File: src/rtl/nibble_packer.sv
// nibble_packer: packs a 4-bit code stream into W-bit words, first nibble in
// the least-significant slot, with a one-entry output register and a HOLD
// state that stalls input while a completed word waits for that register.
module nibble_packer #(
   parameter int NIBBLES = 8,
   parameter int W       = 4 * NIBBLES
) (
   input  logic         clk,
   input  logic         rst_n,
   input  logic [3:0]   c,
   input  logic         c_valid,
   output logic         c_ready,
   input  logic         flush,
   output logic [W-1:0] word,
   output logic [3:0]   word_len,
   output logic         word_valid,
   input  logic         word_ready
);

   typedef enum logic {FILL, HOLD} state_t;

   state_t         fsm, fsm_nxt;
   logic [W-1:0]   acc, acc_nxt, acc_m;
   logic [3:0]     idx, idx_nxt;
   logic [4:0]     n;
   logic [W-1:0]   word_nxt;
   logic [3:0]     len_nxt;
   logic           vld_nxt;
   logic           accept, slot_free, emit;

   assign c_ready   = (fsm == FILL);
   assign accept    = c_valid & c_ready;
   assign slot_free = !word_valid | word_ready;
   // Slots above idx are always zero, so OR-ing the new nibble in merges it
   // and leaves the padding clean.
   assign acc_m     = accept ? (acc | ({{(W-4){1'b0}}, c} << {idx, 2'b00})) : acc;
   assign n         = {1'b0, idx} + {4'd0, accept};
   assign emit      = (fsm == FILL) &&
                      ((n == 5'(NIBBLES)) || (flush && (n != 5'd0)));

   // Next-state and output-register load decisions.
   always_comb begin
      fsm_nxt  = fsm;
      acc_nxt  = acc;
      idx_nxt  = idx;
      word_nxt = word;
      len_nxt  = word_len;
      vld_nxt  = word_valid;
      // A handshake with no new load empties the output slot.
      if (word_valid && word_ready) vld_nxt = 1'b0;
      case (fsm)
         FILL: begin
            acc_nxt = acc_m;
            idx_nxt = n[3:0];
            if (emit) begin
               if (slot_free) begin
                  word_nxt = acc_m;
                  len_nxt  = n[3:0];
                  vld_nxt  = 1'b1;
                  acc_nxt  = '0;
                  idx_nxt  = '0;
               end else begin
                  fsm_nxt  = HOLD;
               end
            end
         end
         HOLD: begin
            // Input stalled and flush ignored until the slot frees.
            if (word_ready) begin
               word_nxt = acc;
               len_nxt  = idx;
               vld_nxt  = 1'b1;
               acc_nxt  = '0;
               idx_nxt  = '0;
               fsm_nxt  = FILL;
            end
         end
         default: fsm_nxt = FILL;
      endcase
   end

   // State, accumulator and output register.
   always_ff @(posedge clk or negedge rst_n) begin
      if (!rst_n) begin
         fsm        <= FILL;
         acc        <= '0;
         idx        <= '0;
         word       <= '0;
         word_len   <= '0;
         word_valid <= 1'b0;
      end else begin
         fsm        <= fsm_nxt;
         acc        <= acc_nxt;
         idx        <= idx_nxt;
         word       <= word_nxt;
         word_len   <= len_nxt;
         word_valid <= vld_nxt;
      end
   end

endmodule

File: config.mk
export PLATFORM = sky130hd
export DESIGN_NAME = nibble_packer
export DESIGN_NICKNAME = d
export VERILOG_FILES = /design/src/rtl/nibble_packer.sv
export SDC_FILE = /design/constraint.sdc
export NUM_CORES = 1
export LEC_CHECK = 0
export BUFFER_PORTS_ARGS = -buffer_cell sky130_fd_sc_hd__buf_2
export CAP_MARGIN = 30
export CORE_ASPECT_RATIO = 0.7
export CORE_MARGIN = 5
export CORE_UTILIZATION = 45
export CTS_CLUSTER_SIZE = 8
export DETAILED_ROUTE_END_ITERATION = 8
export GPL_TIMING_DRIVEN = 0
export PLACE_DENSITY = 0.68
export SLEW_MARGIN = 20
export SYNTH_ARGS = -nofsm -noshare
export SYNTH_HDL_FRONTEND = slang
export SYNTH_SLANG_ARGS = --single-unit
File: constraint.sdc
create_clock -name clk -period 2.2 [get_ports clk]
set_input_delay 0.11 -clock clk [delete_from_list [all_inputs] [get_ports clk]]
set_output_delay 0.11 -clock clk [all_outputs]
set_load 0.01 [all_outputs]
Word-level counts from Yosys, hierarchy flattened
Cells that the tools add are included.
{"block": "word_totals", "reg_bits": 74, "input_bits": 9, "out_inout_bits": 38, "word_cells": 49}
{"block": "op_classes", "add_sub_neg": 1, "eq_ne": 4, "n_shift": 1, "muxes": 26, "bitwise_logic": 4, "reduce_logical": 7}
{"cell": "two-way mux 32 bit", "count": 7}
{"cell": "one-hot mux 32 bit (2 select lines)", "count": 2}
{"cell": "bitwise OR 32 bit", "count": 1}
{"cell": "<< shifter 4 x 6 -> 32 bit", "count": 1}
{"cell": "two-way mux 4 bit", "count": 6}
{"cell": "one-hot mux 4 bit (2 select lines)", "count": 2}
{"cell": "two-way mux 1 bit", "count": 7}
{"cell": "adder 4 x 1 -> 5 bit", "count": 1}
{"cell": "equality test 5 x 4 -> 1 bit (second input constant)", "count": 1}
{"cell": "nonzero test 5 bit", "count": 1}
{"cell": "!= test 2 x 1 -> 1 bit (second input constant)", "count": 2}
{"cell": "one-hot mux 1 bit (2 select lines)", "count": 2}
{"cell": "logical AND 1 bit", "count": 3}
{"cell": "AND reduction 3 bit", "count": 1}
{"cell": "!= test 2 bit (second input constant)", "count": 1}
{"cell": "bitwise AND 1 bit", "count": 1}
{"cell": "logical NOT 1 bit", "count": 1}
{"cell": "logical OR 1 bit", "count": 1}
{"cell": "inverter 1 bit", "count": 1}
{"cell": "bitwise OR 1 bit", "count": 1}

Logic depth before layout (Yosys ltp)
{"block": "logic_depth", "depth_word": 9, "mapped_depth": 12, "depth_no_buf": 8}

Least setup slack after synthesis
Ideal clock, no wire load.
{"block": "synth_path", "kind": "register to register", "from": "reg fsm", "to": "reg acc[10]", "setup_time_ns": 0.122, "arrival_time_ns": 2.258, "t_required_ns": 2.078, "slack_ns": -0.179, "path_stages_with_launch": 12, "n_path_buf": 4, "period_less_slack_ns": 2.379, "cell_sequence": "dfrtp_1 -> buf_2 -> nor2b_4 -> ha_1 -> ha_1 -> nor2_1 -> or2_1 -> buf_2 -> a41oi_2 -> buf_4 -> buf_4 -> a32o_1"}
{"block": "synth_between", "elab_chain_len": 9, "word_cells_on_any_way": 13, "classes_between": "add/sub: 1; eq/ne: 2; mux: 4; bitwise: 2; reduce/logical: 4"}
{"item": "start, declared", "line": "22", "rtl": "state_t fsm, fsm_nxt;"}
{"item": "start signal, assigned", "line": "92", "rtl": "fsm <= fsm_nxt;"}
{"item": "inverter 1 bit"}
{"item": "bitwise AND 1 bit", "line": "32", "rtl": "assign accept = c_valid & c_ready;"}
{"item": "adder 4 x 1 -> 5 bit", "line": "37", "rtl": "assign n = {1'b0, idx} + {4'd0, accept};"}
{"item": "nonzero test 5 bit", "line": "39", "rtl": "((n == 5'(NIBBLES)) || (flush && (n != 5'd0)));"}
{"item": "logical AND 1 bit", "line": "39"}
{"item": "logical OR 1 bit", "line": "39"}
{"item": "logical AND 1 bit", "line": "38", "rtl": "assign emit = (fsm == FILL) &&"}
{"item": "two-way mux 32 bit", "line": "55", "rtl": "if (emit) begin"}
{"item": "one-hot mux 32 bit (2 select lines)", "line": "51", "rtl": "case (fsm)"}
{"item": "end signal, assigned", "line": "93", "rtl": "acc <= acc_nxt;"}
{"item": "end, declared", "line": "23", "rtl": "logic [W-1:0] acc, acc_nxt, acc_m;"}
Several ways; a longest one is shown, not always the timed one.
A chain may end at the register's enable or synchronous reset.

Worst setup path after layout
{"block": "layout_path", "from": "reg fsm", "to": "reg acc[26]"}
Same word-level chain as after synthesis.

==> metrics <==
status finished, violations left; failing checks setup timing; die width 112 um; commonest non-fill, non-tap cell in the layout dfrtp_1; worst setup path end acc[26]; fmax 442 MHz; sequential cell area fraction in the yosys report between 50% and 60%; Async S/R FF share, synth 100%; Tmin final 2260 ps; GRT Util Overall between 10% and 20%; CP Capture Type flip-flop; Crit path max-delay family simple AND/OR/NAND/NOR gates; pwr dens about 1600 nW/um^2; sequential cell area roughly 1900 sq um; die area roughly 9200 sq um; global-route wire length before repair approximately 13000 um; final hold slack 118 ps; area of the multi-input gates 1500 sq um; CP startpoint kind flip-flop; Avg Cell Area, Syn 10.2 sq um; layout cells sized above 1 32.3%; Post-synth EDFFs 0; Max Clock Skew 8.72 ps; WP depth 12; worst r2r dst acc[26]; unrepaired setup endpoints after global routing true; slew margin rel. about two fifths; vias per cell 5.68; Final GP Congestion a little under 0.9; Hold/Removal Path Class primary input to flip-flop; wire per inst 17.7 um; CTS HTree Levels 3; Port Buf Inserts 46; largest net degree at the start of global routing 59; cell area after layout 4390 sq um; Clock Latency Late Sink 350 ps; placed instance area 3710 sq um; setup ws final -62.1 ps; vias in the first global route 2608; Synth cell types 43; Post-Syn Nets 334; Initial Util 45.7%; Worst Path Arrival 2550 ps; DR vias 2897; Critical Path Start fsm; DRT Pass-1 Iters 4; DRT antenna net count 0; WL final 9040 um; Worst Path Required 2490 ps; crit path max fanout 6; Ant. Diodes 0; ranking of synthesized cells by area dfrtp_1 (56%), a32o_1 (6.1%), a21oi_1 (5.2%), nand2_1 (4.9%), o21ai_1 (4.9%); CP max stage delay 430 ps; kind of critical path flip-flop to flip-flop; critical register-to-register path startpoint fsm; Top FF cell, synth dfrtp_1; CTS Buffer Depth 2; clk root buf clkbuf_8; slowest stage cell, crit path dfrtp_1; number of buffers created by CTS 9; clock-pin slew on the worst setup and hold paths roughly 70 ps; Register-to-Register Path Depth 12; Initial DRC Count 207; # nets final around 420; dpl hpwl approximately 5600 um; initial antenna violation count 0; core area 7220 sq um; Synth warnings 0; worst path cell trace nor2b_4, ha_4, ha_4, nor2_4, nand4b_1, buf_4, buf_6, nand4_1, buf_6, clkbuf_16, a31oi_1, nor2_1; VDD IR max roughly 0.87 mV; Pleak 1.98 nW; Worst Max-Slew Pin Slew 877 ps; FILL cells 641; CP bufs+invs 4; Synth top area share between 50% and 60%; Clock Sinks 74; dominant cell type by area after synthesis dfrtp_1; cell count after synthesis 323; die height 81.6 um; period utilization 103%; MaxCap Viol Count 0; P&R area growth vs syn 33.1%; drt drc 0; GRT overflow 0; I/O pins 47; FP Rows 26; fin. max-slew vios 0; CTS tree yes; # setup viols final just over 60; synthesized area 3300 sq um; Worst Hold Path Cells 3; most frequent cells in the layout dfrtp_1 (73), buf_2 (49), nand2_1 (41), a21oi_1 (34), o21ai_1 (33); Seq cells post-synth 74; flop2flop setup slack -60 ps; final-report hold violation count 0
==> through the flow <==
stage               power (mW)  cells  util [%]  worst slack [ps]  TNS [ps]
CTS                       6.09    493      56.3             -19.0      -201
finish                    7.00    510      60.8             -62.1     -1390
floorplan                 3.77    323         -              9.52         0
global placement          4.53    467      51.0              -342    -19760
detailed placement        4.59    468      51.4              -443    -21670
global route              7.41    510      60.8              -131     -6620
==> report_power, final <==
part	switching (mW)	internal, mW	total (mW)
sequential	0.202	1.65	1.86
combinational	2.25	1.86	4.11
clock	0.507	0.530	1.04
==> worst reg2reg max path, stage by stage, from the launching register on <==
cell       delay (ps)
dfrtp_1           430
nor2b_4           160
ha_4              170
ha_4              210
nor2_4            130
nand4b_1          160
buf_4             190
buf_6             110
nand4_1            90
buf_6             180
clkbuf_16         170
a31oi_1            90
nor2_1            110
==> area by class of cell <==
type | count | area share, %
flip-flops and latches | 74 | 42.2
multi-input cells | 221 | 34.1
repair buffers | 73 | 11.7
plain buffers | 24 | 4.45
clock buffers | 11 | 2.99
well taps | 98 | 2.79
clock inverters | 5 | 1.42
inverters | 4 | 0.342
==> registers in the layout, summed over array words and instances, names as in the netlist <==
signal and count:
acc 32, fsm 1, idx 4, word 32, word_len 4, word_valid 1
==> per-layer routing <==
metal	share of wire [%]	global-route usage, %
met1	48	27.7
met2	45	26.5
met3	6.4	6.85
met4	0.82	3.84
met5	0	0
==> how the worst min path moves through the flow <==
stage	slack [ps]	from	end
after floorplan	-190	rst_n	acc[0]
after global placement	460	acc[20]	acc[20]
after detailed placement	-9	rst_n	word[24]
after CTS	90	c[1]	acc[29]
after global routing	110	c[1]	acc[29]
final	120	c[2]	acc[22]
==> repair_timing <==
action | in CTS | in global routing
buffers inserted | 8 | 13
hold buffers | 1 | 0
gates resized for setup | 22 | 29
gates cloned | 0 | 5
hold endpoints to repair | 74 | 0
endpoints found under the setup margin | 73 | 73
pin swaps | 12 | 17
==> synthesized netlist by cell type (2+ instances only) <==
| cell type | number |
|---|---|
| a211oi_1 | 2 |
| a21oi_1 | 34 |
| a31oi_1 | 12 |
| a32o_1 | 20 |
| and3_1 | 3 |
| buf_1 | 5 |
| buf_2 | 6 |
| buf_4 | 7 |
| clkbuf_1 | 7 |
| dfrtp_1 | 74 |
| ha_1 | 2 |
| inv_1 | 4 |
| nand2_1 | 43 |
| nand2b_1 | 4 |
| nand3_1 | 2 |
| nand3b_1 | 2 |
| nor2_1 | 20 |
| nor2b_1 | 4 |
| nor3_1 | 5 |
| nor4_1 | 4 |
| nor4_2 | 2 |
| nor4b_2 | 2 |
| o21ai_0 | 3 |
| o21ai_1 | 32 |
| o22ai_1 | 5 |
| o31ai_1 | 2 |
==> kinds of logic (layout without fill, tap and decap cells) <==
kind of cell             after synthesis  in the layout  synth area share, %
AO/OA/AOI/OAI                        117            118                 23.1
XOR/XNOR                               1              1                0.266
adder cells (fa/ha/maj)                2              2                0.758
buffers and inverters                 29            117                 4.32
flip-flops                            74             74                 56.1
AND/OR/NAND/NOR                      100            100                 15.4
(Power assumes the default switching activity.)
